$ cat config.mk
export PLATFORM = sky130hd
export DESIGN_NAME = reg_writeback_flat
export DESIGN_NICKNAME = d
export VERILOG_FILES = /design/src/rtl/reg_writeback_if.sv /design/src/rtl/reg_writeback.sv /design/src/flat_wrapper.sv
export SDC_FILE = /design/constraint.sdc
export NUM_CORES = 1
export LEC_CHECK = 0
export CAP_MARGIN = 20
export CORE_ASPECT_RATIO = 1.2
export CORE_UTILIZATION = 25
export CTS_BUF_LIST = sky130_fd_sc_hd__clkbuf_4
export DETAILED_ROUTE_END_ITERATION = 16
export HOLD_SLACK_MARGIN = 0.05
export PLACE_DENSITY_LB_ADDON = 0.3
export SLEW_MARGIN = 20
export SYNTH_ARGS = -nofsm -noshare
export SYNTH_HDL_FRONTEND = slang
export SYNTH_SLANG_ARGS = --single-unit
$ cat constraint.sdc
create_clock -name clock -period 4.5 [get_ports clock]
set_clock_uncertainty 0.2 [all_clocks]
set_input_delay 0.675 -clock clock [delete_from_list [all_inputs] [get_ports clock]]
set_output_delay 0.675 -clock clock [all_outputs]
set_load 0.03 [all_outputs]
$ cat src/rtl/reg_writeback_if.sv
// Bundle for the register-bank writer: producer handshakes, bank write port and decode lookup.
// The slave side is the writeback queue; the master side is producers, bank and decode.
interface reg_writeback_if #(
    parameter int unsigned DEPTH = 4,
    parameter int unsigned AW    = 5,
    parameter int unsigned DW    = 32
);
    logic                    alu_valid;
    logic [AW-1:0]           alu_addr;
    logic [DW-1:0]           alu_data;
    logic                    alu_ready;
    logic                    mem_valid;
    logic [AW-1:0]           mem_addr;
    logic [DW-1:0]           mem_data;
    logic                    mem_ready;
    logic                    enc;
    logic [AW-1:0]           addrc;
    logic [DW-1:0]           datac;
    logic [AW-1:0]           qaddra;
    logic [AW-1:0]           qaddrb;
    logic                    qhita;
    logic [DW-1:0]           qdataa;
    logic                    qhitb;
    logic [DW-1:0]           qdatab;
    logic [$clog2(DEPTH):0]  count;

    modport master (
        output alu_valid, alu_addr, alu_data, mem_valid, mem_addr, mem_data, qaddra, qaddrb,
        input  alu_ready, mem_ready, enc, addrc, datac, qhita, qdataa, qhitb, qdatab, count
    );

    modport slave (
        input  alu_valid, alu_addr, alu_data, mem_valid, mem_addr, mem_data, qaddra, qaddrb,
        output alu_ready, mem_ready, enc, addrc, datac, qhita, qdataa, qhitb, qdatab, count
    );
endinterface

$ cat src/rtl/reg_writeback.sv
// Register-bank write-port feeder: in-order queue of ALU and load results, one drain per clock.
// Define WB_BYPASS_EN to build the pending-write lookup used for decode forwarding.
module reg_writeback #(
    parameter int unsigned DEPTH = 4,
    parameter int unsigned AW    = 5,
    parameter int unsigned DW    = 32
) (
    input logic            clock,
    input logic            reset,
    reg_writeback_if.slave bus
);
    localparam int unsigned PW = $clog2(DEPTH);
    localparam int unsigned CW = PW + 1;

    logic [AW-1:0] addr_q [DEPTH];
    logic [DW-1:0] data_q [DEPTH];
    logic [PW-1:0] head_q;
    logic [PW-1:0] tail_q;
    logic [CW-1:0] count_q;
    logic          mem_push;
    logic          alu_push;
    logic          deq;
    logic [PW-1:0] alu_slot;

    // Readies look only at registered count and mem_valid, never at alu_valid.
    always_comb begin
        bus.mem_ready = count_q < CW'(DEPTH);
        bus.alu_ready = (count_q < CW'(DEPTH - 1)) ||
                        ((count_q == CW'(DEPTH - 1)) && !bus.mem_valid);
    end

    // Writes to register 0 handshake normally but are dropped.
    always_comb begin
        mem_push = bus.mem_valid && bus.mem_ready && (bus.mem_addr != '0);
        alu_push = bus.alu_valid && bus.alu_ready && (bus.alu_addr != '0);
        deq      = count_q != '0;
        alu_slot = tail_q + PW'(mem_push);
    end

    always_ff @(posedge clock or posedge reset) begin
        if (reset) begin
            head_q  <= '0;
            tail_q  <= '0;
            count_q <= '0;
        end else begin
            head_q  <= head_q + PW'(deq);
            tail_q  <= tail_q + PW'(mem_push) + PW'(alu_push);
            count_q <= count_q + CW'(mem_push) + CW'(alu_push) - CW'(deq);
        end
    end

    // Load result is the older of a simultaneous pair, so it takes the tail slot first.
    always_ff @(posedge clock) begin
        if (mem_push) begin
            addr_q[tail_q] <= bus.mem_addr;
            data_q[tail_q] <= bus.mem_data;
        end
        if (alu_push) begin
            addr_q[alu_slot] <= bus.alu_addr;
            data_q[alu_slot] <= bus.alu_data;
        end
    end

    always_comb begin
        bus.enc   = deq;
        bus.addrc = deq ? addr_q[head_q] : '0;
        bus.datac = deq ? data_q[head_q] : '0;
        bus.count = count_q;
    end

`ifdef WB_BYPASS_EN
    // Walk oldest to youngest so the last match (youngest) wins.
    always_comb begin
        bus.qhita  = 1'b0;
        bus.qdataa = '0;
        bus.qhitb  = 1'b0;
        bus.qdatab = '0;
        for (int unsigned i = 0; i < DEPTH; i++) begin
            if (CW'(i) < count_q) begin
                if ((bus.qaddra != '0) && (addr_q[head_q + PW'(i)] == bus.qaddra)) begin
                    bus.qhita  = 1'b1;
                    bus.qdataa = data_q[head_q + PW'(i)];
                end
                if ((bus.qaddrb != '0) && (addr_q[head_q + PW'(i)] == bus.qaddrb)) begin
                    bus.qhitb  = 1'b1;
                    bus.qdatab = data_q[head_q + PW'(i)];
                end
            end
        end
    end
`else
    logic unused_lookup;

    always_comb begin
        bus.qhita     = 1'b0;
        bus.qdataa    = '0;
        bus.qhitb     = 1'b0;
        bus.qdatab    = '0;
        unused_lookup = ^{bus.qaddra, bus.qaddrb};
    end
`endif
endmodule

$ cat src/flat_wrapper.sv
// flat-port wrapper written by rule: the top's interface ports become plain ports
module reg_writeback_flat 
#(
    parameter int unsigned DEPTH = 4,
    parameter int unsigned AW    = 5,
    parameter int unsigned DW    = 32
)
  (clock, reset, bus_alu_valid, bus_alu_addr, bus_alu_data, bus_mem_valid, bus_mem_addr, bus_mem_data, bus_qaddra, bus_qaddrb, bus_alu_ready, bus_mem_ready, bus_enc, bus_addrc, bus_datac, bus_qhita, bus_qdataa, bus_qhitb, bus_qdatab, bus_count);
  reg_writeback_if #(.DEPTH(DEPTH), .AW(AW), .DW(DW)) bus_i ();
  input logic clock;
  input logic reset;
  input wire logic [$bits(bus_i.alu_valid)-1:0] bus_alu_valid;
  input wire logic [$bits(bus_i.alu_addr)-1:0] bus_alu_addr;
  input wire logic [$bits(bus_i.alu_data)-1:0] bus_alu_data;
  input wire logic [$bits(bus_i.mem_valid)-1:0] bus_mem_valid;
  input wire logic [$bits(bus_i.mem_addr)-1:0] bus_mem_addr;
  input wire logic [$bits(bus_i.mem_data)-1:0] bus_mem_data;
  input wire logic [$bits(bus_i.qaddra)-1:0] bus_qaddra;
  input wire logic [$bits(bus_i.qaddrb)-1:0] bus_qaddrb;
  output wire logic [$bits(bus_i.alu_ready)-1:0] bus_alu_ready;
  output wire logic [$bits(bus_i.mem_ready)-1:0] bus_mem_ready;
  output wire logic [$bits(bus_i.enc)-1:0] bus_enc;
  output wire logic [$bits(bus_i.addrc)-1:0] bus_addrc;
  output wire logic [$bits(bus_i.datac)-1:0] bus_datac;
  output wire logic [$bits(bus_i.qhita)-1:0] bus_qhita;
  output wire logic [$bits(bus_i.qdataa)-1:0] bus_qdataa;
  output wire logic [$bits(bus_i.qhitb)-1:0] bus_qhitb;
  output wire logic [$bits(bus_i.qdatab)-1:0] bus_qdatab;
  output wire logic [$bits(bus_i.count)-1:0] bus_count;
  assign bus_i.alu_valid = bus_alu_valid;
  assign bus_i.alu_addr = bus_alu_addr;
  assign bus_i.alu_data = bus_alu_data;
  assign bus_i.mem_valid = bus_mem_valid;
  assign bus_i.mem_addr = bus_mem_addr;
  assign bus_i.mem_data = bus_mem_data;
  assign bus_i.qaddra = bus_qaddra;
  assign bus_i.qaddrb = bus_qaddrb;
  assign bus_alu_ready = bus_i.alu_ready;
  assign bus_mem_ready = bus_i.mem_ready;
  assign bus_enc = bus_i.enc;
  assign bus_addrc = bus_i.addrc;
  assign bus_datac = bus_i.datac;
  assign bus_qhita = bus_i.qhita;
  assign bus_qdataa = bus_i.qdataa;
  assign bus_qhitb = bus_i.qhitb;
  assign bus_qdatab = bus_i.qdatab;
  assign bus_count = bus_i.count;
  reg_writeback #(.DEPTH(DEPTH), .AW(AW), .DW(DW)) u_core (.clock(clock), .reset(reset), .bus(bus_i));
endmodule
==> results of run 1 <==
==> sequential cells by signal, indices dropped and copies added, names as in the netlist <==
name and count:
u_core.addr_q 20, u_core.data_q 128, u_core.head_q 2, u_core.tail_q 2, u_core.bus.count 3
==> cell usage in the layout (no fill, tap or decap), types with 4 or more instances in the layout <==
cell                                n
sky130_fd_sc_hd__edfxtp_1         148
sky130_fd_sc_hd__clkdlybuf4s50_1  120
sky130_fd_sc_hd__mux2_2           106
sky130_fd_sc_hd__conb_1            66
sky130_fd_sc_hd__mux2_4            38
sky130_fd_sc_hd__mux4_2            37
sky130_fd_sc_hd__nor2b_1           37
sky130_fd_sc_hd__clkbuf_4          22
sky130_fd_sc_hd__buf_12            13
sky130_fd_sc_hd__inv_1             12
sky130_fd_sc_hd__buf_4              9
sky130_fd_sc_hd__ha_1               5
sky130_fd_sc_hd__bufinv_16          5
sky130_fd_sc_hd__dfrtp_1            5
sky130_fd_sc_hd__mux2_1             4
==> cell type report <==
class | instances | area, sq um
repair buffers | 143 | 1540
well taps | 450 | 563
clock inverters | 10 | 190
clock buffers | 22 | 165
flip-flops and latches | 155 | 4620
diodes | 1 | 2.50
fillers | 3328 | 22800
inverters | 12 | 45.0
multi-input cells | 320 | 3480
==> per-layer routing <==
layer  track usage, %  up-vias  part of all wire [%]  wire length, um
met1             14.6     2359                    42             8630
met5                0        -                     0                0
met3             2.80       19                   4.2              845
li1                 -     2113                     -                -
met2             21.3      161                    52            10600
met4             4.30        0                   1.5              301
==> stage by stage <==
| step | util [%] | setup slack (ns) | instances | cell area (sq um) |
|---|---|---|---|---|
| global route | 31.7 | 0.328 | 1113 | 10600 |
| global placement | 30.6 | 0.328 | 1079 | 10200 |
| CTS | 31.7 | 0.405 | 1112 | 10600 |
| floorplan | - | 0.470 | 580 | 8820 |
| finish | 31.7 | 0.574 | 1113 | 10600 |
| detailed placement | 30.6 | 0.311 | 1079 | 10200 |
==> cells by family after synthesis <==
group,after synthesis
compound gates,7
xor+xnor,5
fa+ha+maj,7
buf+inv,105
flops,155
mux,185
other cells,1
simple gates,50
==> where the power goes <==
group	internal, mW	switching (mW)	total, mW
registers	2.13	0.265	2.39
logic	1.66	1.86	3.52
clock network	0.530	0.518	1.05
total	4.32	2.64	6.96
==> worst min-delay path: stages, from the launching register on <==
cell and delay [ns]:
sky130_fd_sc_hd__dfrtp_1 0.48, sky130_fd_sc_hd__ha_1 0.18, sky130_fd_sc_hd__xor2_1 0.06
==> final timing paths <==
check / start / to / slack [ns] / cells after the start
setup / recovery: u_core.head_q[0] / bus_datac[7] / 0.57 / 3
setup reg to reg: u_core.bus.count[2] / u_core.data_q[1][14] / 1.60 / 8
hold / removal: u_core.bus.count[1] / u_core.bus.count[2] / 0.55 / 2
max in group asynchronous: reset / u_core.head_q[1] / 3.19 / 3
hold reg to reg: u_core.bus.count[1] / u_core.bus.count[2] / 0.55 / 2
min in group asynchronous: reset / u_core.bus.count[1] / 0.65 / 3
==> results.txt, run 1 <==
Startpoint type of the worst setup path: a register. After synthesis the netlist holds a flip-flop and latch count of 155. Setup repair after global routing left no endpoint under its margin. The iteration-0 DRC count of the detailed router was 224; the remaining antenna violation count was 0. For the total of hold buffers inserted after clock tree synthesis, the log shows 1. In this run the cell area of the synthesized design comes to 0.00857 sq mm.

Across the VDD grid, the largest voltage drop is 0.000366 V. The total global-route track usage is 12.2%, and the x dimension of the die is 171 um. The highest clock frequency the design can meet was 255 MHz; the synthesized-area fraction occupied by xor and xnor cells was 0.511%. The clock-pin slew on the worst setup and hold paths was 0.14 ns; the area of the core was 0.0334 sq mm. The post-synthesis share of cell area spent on full adders, half adders and majority gates is 1.20%, and the global-route wire length before repair is 30.2 mm. The critical path is of the register to output port type.

Traced cell by cell, the critical path runs through mux4_2, nor2b_1, clkdlybuf4s50_1. For the post-layout total power, the log shows 6.96 mW. In the post-synthesis netlist, the biggest area contributors are sky130_fd_sc_hd__edfxtp_1 (52%), sky130_fd_sc_hd__mux2_2 (14%), sky130_fd_sc_hd__mux4_2 (9.7%). The flow ran to the end, and the final reports show no timing, DRC or antenna violations.

The largest net degree at the start of global routing was 39; the row count was 73. Across all layers, the routed design uses 4652 vias. The count of max-cap constraint violations was 0.

After detailed routing, the total wire length is 20.3 mm. Among all flip-flop cells after synthesis, the most frequent one is sky130_fd_sc_hd__edfxtp_1. The largest family of logic cells by synthesized area was multiplexers. Dividing the detail-routed via count by the number of cells gives 4.18. Dividing total power by cell area gives a power density of 656 mW/mm^2. The tree is rooted in a sky130_fd_sc_hd__clkbuf_4. CTS built an H-tree with a depth of 4.

TritonCTS built the clock tree. The net count of the finished layout is 744. The count of buffer and inverter cells on the critical path was 1.

Synthesis produced a netlist whose cell count is 515. The tools report the count of yosys warnings during synthesis as 0. The half-perimeter wire length after placement is 12.6 mm.

The unique cell type count in the Yosys netlist is 34, and the count of TritonRoute iterations in the first routing pass is 4. The fraction of layout instances using a drive strength above 1 was 37.5%; the share of the synthesized area in the top cell type was 51.9%. The area of the die came out at 0.0350 sq mm. The biggest area consumer among synthesized cells is sky130_fd_sc_hd__edfxtp_1.

The number of pins with negative max-slew slack in the final report was 0. STA puts the critical path data required time at 3.62 ns. Summing the areas of all compound-gate instances in the mapped netlist gives 0.672% of the synthesized area.

The path class of the tightest hold or removal check is register to register. Final hold analysis gives a worst-case slack of 0.548 ns. The tools report the endpoint class of the critical path as an output port. After synthesis, the mean cell area works out to 16.6 sq um. The share of the clock period used by the worst path is 87.2%, and the mux contribution to synthesized area is 30.8%. The tools report the number of buffers on the longest clock path as 2. The count of port buffers added during placement was 120. After detailed routing, the average wire length per cell comes to 18.3 um.

The via count of the first global-routing pass came out at 4873. The die is 205 um tall. Adding up every negative setup slack in the final design gives 0 ns.

In this run, post-CTS repair resized a total of 0 instances. Sequential fraction of the synthesis area: 53.9%. The simple logic cell fraction of the synthesized area works out to 3.91%. Post-route minimum period: 3.93 ns. The worst pin sits at a relative slew slack of 41.8%. Data on the critical path arrives at its endpoint at 3.05 ns. Clock tree synthesis found a total of 155 sinks.

In this run the count of I/O pins placed on the die edge is 197. The tools report the worst-skew pair later-pin latency as 0.59 ns. The synthesized design contains 148 enable-type register cells. For this configuration, the core starts out at a cell density of 25.6%. The peak fanout along the critical path is 38, and the final weighted congestion of routability-driven global placement is 0.700. In the synthesized netlist, the cells that appear most often are sky130_fd_sc_hd__edfxtp_1 (148), sky130_fd_sc_hd__mux2_2 (106), sky130_fd_sc_hd__buf_4 (68), sky130_fd_sc_hd__mux2_4 (38). Standard cell with the maximum stage delay on the critical path: sky130_fd_sc_hd__dfrtp_4.

The critical path's largest stage delay was 1.03 ns; the initial antenna violation count was 1. The area growth from synthesis to layout is 23.8%. Among cell families on the critical path, the largest total delay comes from flip-flops. The total CTS buffers is 17. Yosys instantiated no cell more often than sky130_fd_sc_hd__edfxtp_1.

The tools report the number of buffers added for setup after CTS as 0. The proportion of synthesized flip-flops having asynchronous set or reset was 4.52%. The static leakage power is 3.62 nW, and the hold violation total from the final report is 0. For the remaining global-route overflow, the log shows 0. The detailed-route DRC error count was 0. The slew at the pin closest to its max-slew limit is 0.872 ns, and the number of endpoints failing setup at the final stage is 0.
(Power assumes the default switching activity.)
==> run 2, diff against run 1 <==
--- a/config.mk
+++ b/config.mk
@@ -6,13 +6,14 @@
 export NUM_CORES = 1
 export LEC_CHECK = 0
 export CAP_MARGIN = 20
-export CORE_ASPECT_RATIO = 1.2
+export CORE_ASPECT_RATIO = 1.75
 export CORE_UTILIZATION = 25
 export CTS_BUF_LIST = sky130_fd_sc_hd__clkbuf_4
+export CTS_CLUSTER_SIZE = 10
 export DETAILED_ROUTE_END_ITERATION = 16
 export HOLD_SLACK_MARGIN = 0.05
 export PLACE_DENSITY_LB_ADDON = 0.3
-export SLEW_MARGIN = 20
+export SLEW_MARGIN = 15
 export SYNTH_ARGS = -nofsm -noshare
 export SYNTH_HDL_FRONTEND = slang
 export SYNTH_SLANG_ARGS = --single-unit
==> run 2 against run 1 <==
Net effect:
- non-clock buffer count down 2
- utilization decreased by 0.49 points
- critical path type unchanged
- final cell count grew 0.36%
- count of clock-buffer cells in the layout decreased by 5
- worst hold slack better by 0.016 ns
- die area about the same
- combinational power rose by 3%
==> results.txt, run 2 (synthesis results as in run 1) <==
The tools report the number of pins with negative max-slew slack in the final report as 0. The endpoint identified for the worst register-to-register timing path is u_core.data_q[1][0]. Clock tree synthesis found a total of 155 sinks. For the number of placed instances with taps included, the log shows 1082.

In this run the power density over the cells is 652 mW/mm^2. The startpoint type of the worst setup path is a register. Timing would allow up to 258 MHz. The run finished with clean final reports. The logs give 0 for the count of max-cap constraint violations and 39 for the largest net degree at the start of global routing. After layout, the worst path uses 86.3% of the clock period.

The global-route wire length before repair came out at 31.5 mm. In the final routed layout, each cell accounts on average for 19.0 um. The standard cell with the maximum stage delay on the critical path is sky130_fd_sc_hd__dfrtp_4.

The routed layout has 4623 vias. Dividing the detail-routed via count by the number of cells gives 4.14. The initial cell density of the core is 25.4%.

The layout has 3337 filler cells. The clock-pin slew on the worst setup and hold paths is 0.14 ns, and the worst-skew pair later-pin latency is 0.60 ns. The setup slack on the worst flop-to-flop path is 1.49 ns. For hold timing, the worst endpoint is u_core.bus.count[2]. The net count reported at finish is 742, and the half-perimeter wire length after placement is 14.0 mm.

The startpoint identified for the worst register-to-register timing path is u_core.bus.count[2]. Traced cell by cell, the critical path runs through buf_12, mux4_2, nor2b_1, clkdlybuf4s50_1. The H-tree generated during clock tree synthesis spans 4 levels. The tools report the root cell of the clock tree as sky130_fd_sc_hd__clkbuf_4. For this run, design rule violations remaining after detail routing come to 0. Counting I/O delays and the setup requirement, the final critical path takes 3.88 ns. After detailed routing, the total wire length is 21.3 mm. The largest vdd supply drop was 0.000400 V; the remaining global-route overflow was 0. The run gives 2 as the number of buffers on the longest clock path. The tools report the hold violation total from the final report as 0.

The via count of the first global-routing pass was 5008. In this run the vertical extent of the chip is 247 um. At the pin with the least slew margin, the transition time is 0.583 ns. For the number of buffers added for setup after CTS, the log shows 0.

For the worst setup path, the data arrival time is 3.01 ns. Final hold analysis gives a worst-case slack of 0.564 ns. Counting cells, the worst reg-to-reg path comes to 8. Counting both buffers and inverters, the worst setup path holds a total of 2.

For the worst setup path, the data required time is 3.62 ns. The endpoint class of the critical path was an output port. The critical path's largest stage delay was 0.78 ns; the layout-stage area growth over the synthesis result was 23.1%. The first routing iteration left 253 violations. At the end of routability-driven placement, the weighted congestion stood at 0.719.

The final instance count without filler cells is 1117. 197 I/O pins were placed. The tools report the initial antenna violation count as 2. The remaining antenna violation count was 0; the total CTS buffers was 17. The row count came out at 89.

TritonCTS built the clock tree. Along the worst path, the maximum fanout reaches 21. Across every metal layer, demand over resource in global routing totals 12.8%. The floorplan step set the die width to 142 um. The top cell types in the final layout, fill and taps aside, are sky130_fd_sc_hd__edfxtp_1 (148), sky130_fd_sc_hd__clkdlybuf4s50_1 (120), sky130_fd_sc_hd__mux2_2 (106). The kind of path behind the tightest hold check is register to register.

The library cell used most frequently in the layout, excluding fill and tap cells, is sky130_fd_sc_hd__edfxtp_1. The tools report the area of the core as 0.0337 sq mm. The total negative setup slack came out at 0 ns. Category of cells accounting for the largest share of critical-path delay: buffers and inverters. The first detailed-routing pass took 4 iterations. The critical path is of the register to output port type. The area of the die was 0.0350 sq mm. Setup repair after global routing left no endpoint under its margin. Measured against its own limit, the worst slew margin works out to 61.1%. Start point of the worst min-delay path: u_core.bus.count[1]. Summed over all cells, the static leakage comes to 3.59 nW.

Setup violations remaining at the end of the flow were counted as 0. The fraction of layout instances using a drive strength above 1 was 36.8%; the flip-flop count of the largest register after layout was 128. After layout, the design draws a total of 6.88 mW. The count of buffers added on input and output ports is 120.

The cell depth of the worst hold path is 2. Register name with the most flops: u_core.data_q.
run 2: layer usage:
layer	vias up	track usage (%)	share of wire, %
met2	149	24.3	57
met5	-	0	0
met4	0	4.46	1.5
li1	2104	-	-
met1	2354	13.8	38
met3	16	2.52	3.5
run 2: worst reg2reg max path, delay by kind of cell (launching register included):
family | cells | cell delay, ns
simple gates | 2 | 0.52
flops | 1 | 0.47
xor+xnor | 1 | 0.40
mux | 1 | 0.37
buf+inv | 2 | 0.34
fa+ha+maj | 1 | 0.27
compound gates | 1 | 0.20
run 2: cell type report:
| cell class | count | area (sq um) | area share (%) |
|---|---|---|---|
| clock inverters | 15 | 180 | 1.71 |
| well taps | 455 | 569 | 5.40 |
| diodes | 2 | 5.00 | 0.0475 |
| clock buffers | 17 | 128 | 1.21 |
| flip-flops and latches | 155 | 4620 | 43.9 |
| repair buffers | 141 | 1510 | 14.3 |
| multi-input cells | 320 | 3480 | 33.0 |
| inverters | 12 | 45.0 | 0.427 |
run 2: worst max path at each step:
| stage | from | endpoint | slack [ns] | depth (start not counted) |
|---|---|---|---|---|
| finish | u_core.head_q[0] | bus_addrc[3] | 0.62 | 4 |
| global placement | bus_mem_addr[2] | u_core.data_q[1][16] | 0.25 | 9 |
| detailed placement | bus_mem_addr[2] | u_core.data_q[1][23] | 0.23 | 9 |
| global route | u_core.head_q[0] | bus_datac[13] | 0.41 | 4 |
| floorplan | bus_mem_addr[2] | u_core.addr_q[0][0] | 0.47 | 7 |
| CTS | u_core.head_q[0] | bus_addrc[3] | 0.48 | 4 |
run 2: what timing repair did:
action	in CTS	in global routing
gates resized for setup	0	0
endpoints found under the hold margin	1	0
hold buffers	1	0
run 2: stage by stage:
stage	utilization (%)	worst slack, ns	area (sq um)
6_report	31.3	0.618	10500
5_1_grt	31.3	0.405	10500
4_1_cts	31.2	0.480	10500
3_5_place_dp	30.3	0.230	10200
3_3_place_gp	30.3	0.252	10200
2_1_floorplan	-	0.470	8820
run 2: report_power, final:
| group | switching [mW] | internal, mW | total [mW] |
|---|---|---|---|
| Clock | 0.505 | 0.430 | 0.935 |
| Sequential | 0.181 | 2.13 | 2.31 |
| Combinational | 1.97 | 1.66 | 3.63 |
==> run 3, diff against run 2 <==
--- a/config.mk
+++ b/config.mk
@@ -7,12 +7,12 @@
 export LEC_CHECK = 0
 export CAP_MARGIN = 20
 export CORE_ASPECT_RATIO = 1.75
+export CORE_MARGIN = 1
 export CORE_UTILIZATION = 25
 export CTS_BUF_LIST = sky130_fd_sc_hd__clkbuf_4
 export CTS_CLUSTER_SIZE = 10
 export DETAILED_ROUTE_END_ITERATION = 16
 export HOLD_SLACK_MARGIN = 0.05
-export PLACE_DENSITY_LB_ADDON = 0.3
 export SLEW_MARGIN = 15
 export SYNTH_ARGS = -nofsm -noshare
 export SYNTH_HDL_FRONTEND = slang
==> run 3 against run 2 <==
Net effect:
- via count increased by 1.1%
- final area increased by 0.61%
- non-clock buffer count decreased by 3
- final cell count is 0.36% lower
- count of clock-buffer cells in the layout grew 3
- critical endpoint is now bus_datac[2]
- largest power group unchanged
- highest routed layer unchanged
==> results.txt, run 3 (synthesis results as in run 1) <==
The run finished with clean final reports. Of all nets on the critical path, the largest fanout is 20. The areal power density over the cells works out to 660 mW/mm^2. The iteration-0 DRC count of the detailed router is 183, and the share of the clock period used by the worst path is 84.7%. The final weighted congestion of routability-driven global placement was 0.682; the largest vdd supply drop was 0.000466 V. Worst hold slack after final layout: 0.549 ns.

Count of TritonRoute iterations in the first routing pass: 4. Adding up every negative setup slack in the final design gives 0 ns. The critical path's largest stage delay was 0.74 ns; the x dimension of the die was 142 um. The count of nets left with antenna violations once routing finished came out at 0. Leaving out fill and tap cells, the most frequent cells in the layout are sky130_fd_sc_hd__edfxtp_1 (148), sky130_fd_sc_hd__clkdlybuf4s50_1 (120), sky130_fd_sc_hd__mux2_2 (106). The worst hold path passes through 2 cells. The clock net in this run drives a total of 155 sinks.

In the final layout, the share of cells above drive strength 1 is 37.0%. Setup violations remaining at the end of the flow were counted as 0. The clock-pin slew on the worst setup and hold paths was 0.13 ns. The tools report the total CTS buffers as 17. The via count of the first global-routing pass was 5072. The hold violation total from the final report is 0, and the number of pins with negative max-slew slack in the final report is 0. The tools report the count of max-cap constraint violations as 0. After floorplanning, the core was sized to cover 0.0337 sq mm. In the routed layout, each cell is associated on average with a via count of 4.20. For this configuration, the core starts out at a cell density of 25.4%. For the finished layout, the period the worst path requires is 3.81 ns.

The count of port buffers added during placement works out to 120. Sequential cells burn 33.6% of the power. The flip-flop count of the largest register after layout is 128.

The first global-routing pass estimated 30.8 mm of wire. Measured against its own limit, the worst slew margin works out to 58.3%. The static leakage power is 3.61 nW, and the number of placed I/O pins is 197. Cell internal power was estimated by the tool at 4.36 mW. The post-layout total power was 7.00 mW. Counting flops per register, the top entry is u_core.data_q. The tightest min-delay check is of the register to register type. Once layout is complete, the utilization of the core stands at 31.4%.

The root buffer cell chosen for the clock tree is sky130_fd_sc_hd__clkbuf_4. Setup repair after global routing left no endpoint under its margin. The number of buffers on the longest clock path is 2, and the final instance count without filler cells is 1113.

Slew at the pin closest to its max-slew limit: 0.626 ns. The initial antenna violation count is 2. For the worst flop-to-flop path, the logic depth is 8. The final layout contains routed wiring with a total length of 20.4 mm. For the total global-route track usage, the log shows 12.4%. After detailed routing, the average wire length per cell comes to 18.4 um.

The die covers 0.0350 sq mm. The tools report the startpoint type of the worst setup path as a register. The run gives 3.62 ns as the worst path required time. Entering global routing, the biggest net connects 38 pins. Once the clock tree was built, the setup fixing pass inserted 0 buffers. The switching power of the nets was 2.64 mW. The die is 247 um tall. In this run switching power makes up 37.7% of total power. The worst-skew pair later-pin latency is 0.60 ns, and the half-perimeter wire length after placement is 13.0 mm.

For this run the aggregate overflow at the end of global routing stands at 0. Derived from the worst setup path, the maximum achievable clock frequency is 262 MHz. Endpoint arrival time on the critical path: 2.94 ns.

The detailed-route DRC error count was 0. The signal on the critical path passes through buf_12, mux4_2, nor2b_1, clkdlybuf4s50_1. Most frequent standard cell in the layout excluding fill and tap cells: sky130_fd_sc_hd__edfxtp_1. Including well taps, the total number of placed cells is 1079.

The run gives 739 as the net count reported at finish. The row count was 89. TritonCTS built the clock tree.

The run gives 15.4% as the proportion of power drawn by the clock network. From synthesis to final layout, the design area changed by 23.8%. The total vias in the final route was 4675. The standard cell with the maximum stage delay on the critical path is sky130_fd_sc_hd__dfrtp_4.

The combinational group share of total power is 51.0%. STA classifies the critical path endpoint as an output port. The tools report the number of H-tree branching levels as 4. The category of the most critical setup path was register to output port.
## run 3: cell count changes in the layout (fill, tap and decap cells not counted), sizes merged
cell      change
diode         -1
bufinv        +2
clkinvlp      +1
clkbuf        +3
clkinv        -6
buf           -3
## run 3: per-stage QoR
stage               area (sq um)  setup WS [ns]
finish                     10600          0.690
detailed placement         10200          0.254
floorplan                   8820          0.470
CTS                        10600          0.502
global route               10600          0.439
global placement           10200          0.276
## run 3: layout make-up
cell class / instances / area [sq um]
clock buffers: 20 / 150
multi-input cells: 320 / 3480
flip-flops and latches: 155 / 4620
well taps: 455 / 569
inverters: 12 / 45.0
repair buffers: 138 / 1510
diodes: 1 / 2.50
clock inverters: 12 / 221
fillers: 3341 / 23100
## run 3: worst max-delay path: cells and delay by family, from the launching register on
kind | cells | cell delay [ns]
buffers and inverters | 2 | 0.89
DFF | 1 | 0.74
muxes | 1 | 0.54
and+or+nand+nor | 1 | 0.15
## run 3: repair_timing
item	in CTS	in global routing
gates resized for setup	0	0
hold endpoints to repair	7	0
hold buffers	1	0
## run 3: power by group through the flow
stage	Combinational (mW)	Sequential [mW]	Clock [mW]
floorplan	2.37	2.28	0
global placement	3.62	2.39	0
detailed placement	3.64	2.41	0
CTS	3.65	2.37	1.13
global route	3.82	2.41	1.18
finish	3.57	2.36	1.08
## run 3: path summary, 6_finish.rpt
path                                        to  slack (ns)                 from
max                               bus_datac[2]        0.69     u_core.head_q[0]
min                        u_core.bus.count[2]        0.55  u_core.bus.count[1]
max reg2reg                u_core.data_q[1][9]        1.57  u_core.bus.count[2]
min reg2reg                u_core.bus.count[2]        0.55  u_core.bus.count[1]
max in group asynchronous     u_core.head_q[0]        3.20                reset
min in group asynchronous     u_core.tail_q[1]        0.65                reset
## run 3: metal layers
layer	vias up	GRT usage (%)	part of all wire (%)
met3	16	2.77	3.7
met4	0	4.40	1.6
met1	2412	13.7	40
met5	-	0	0
met2	148	23.0	55
li1	2099	-	-
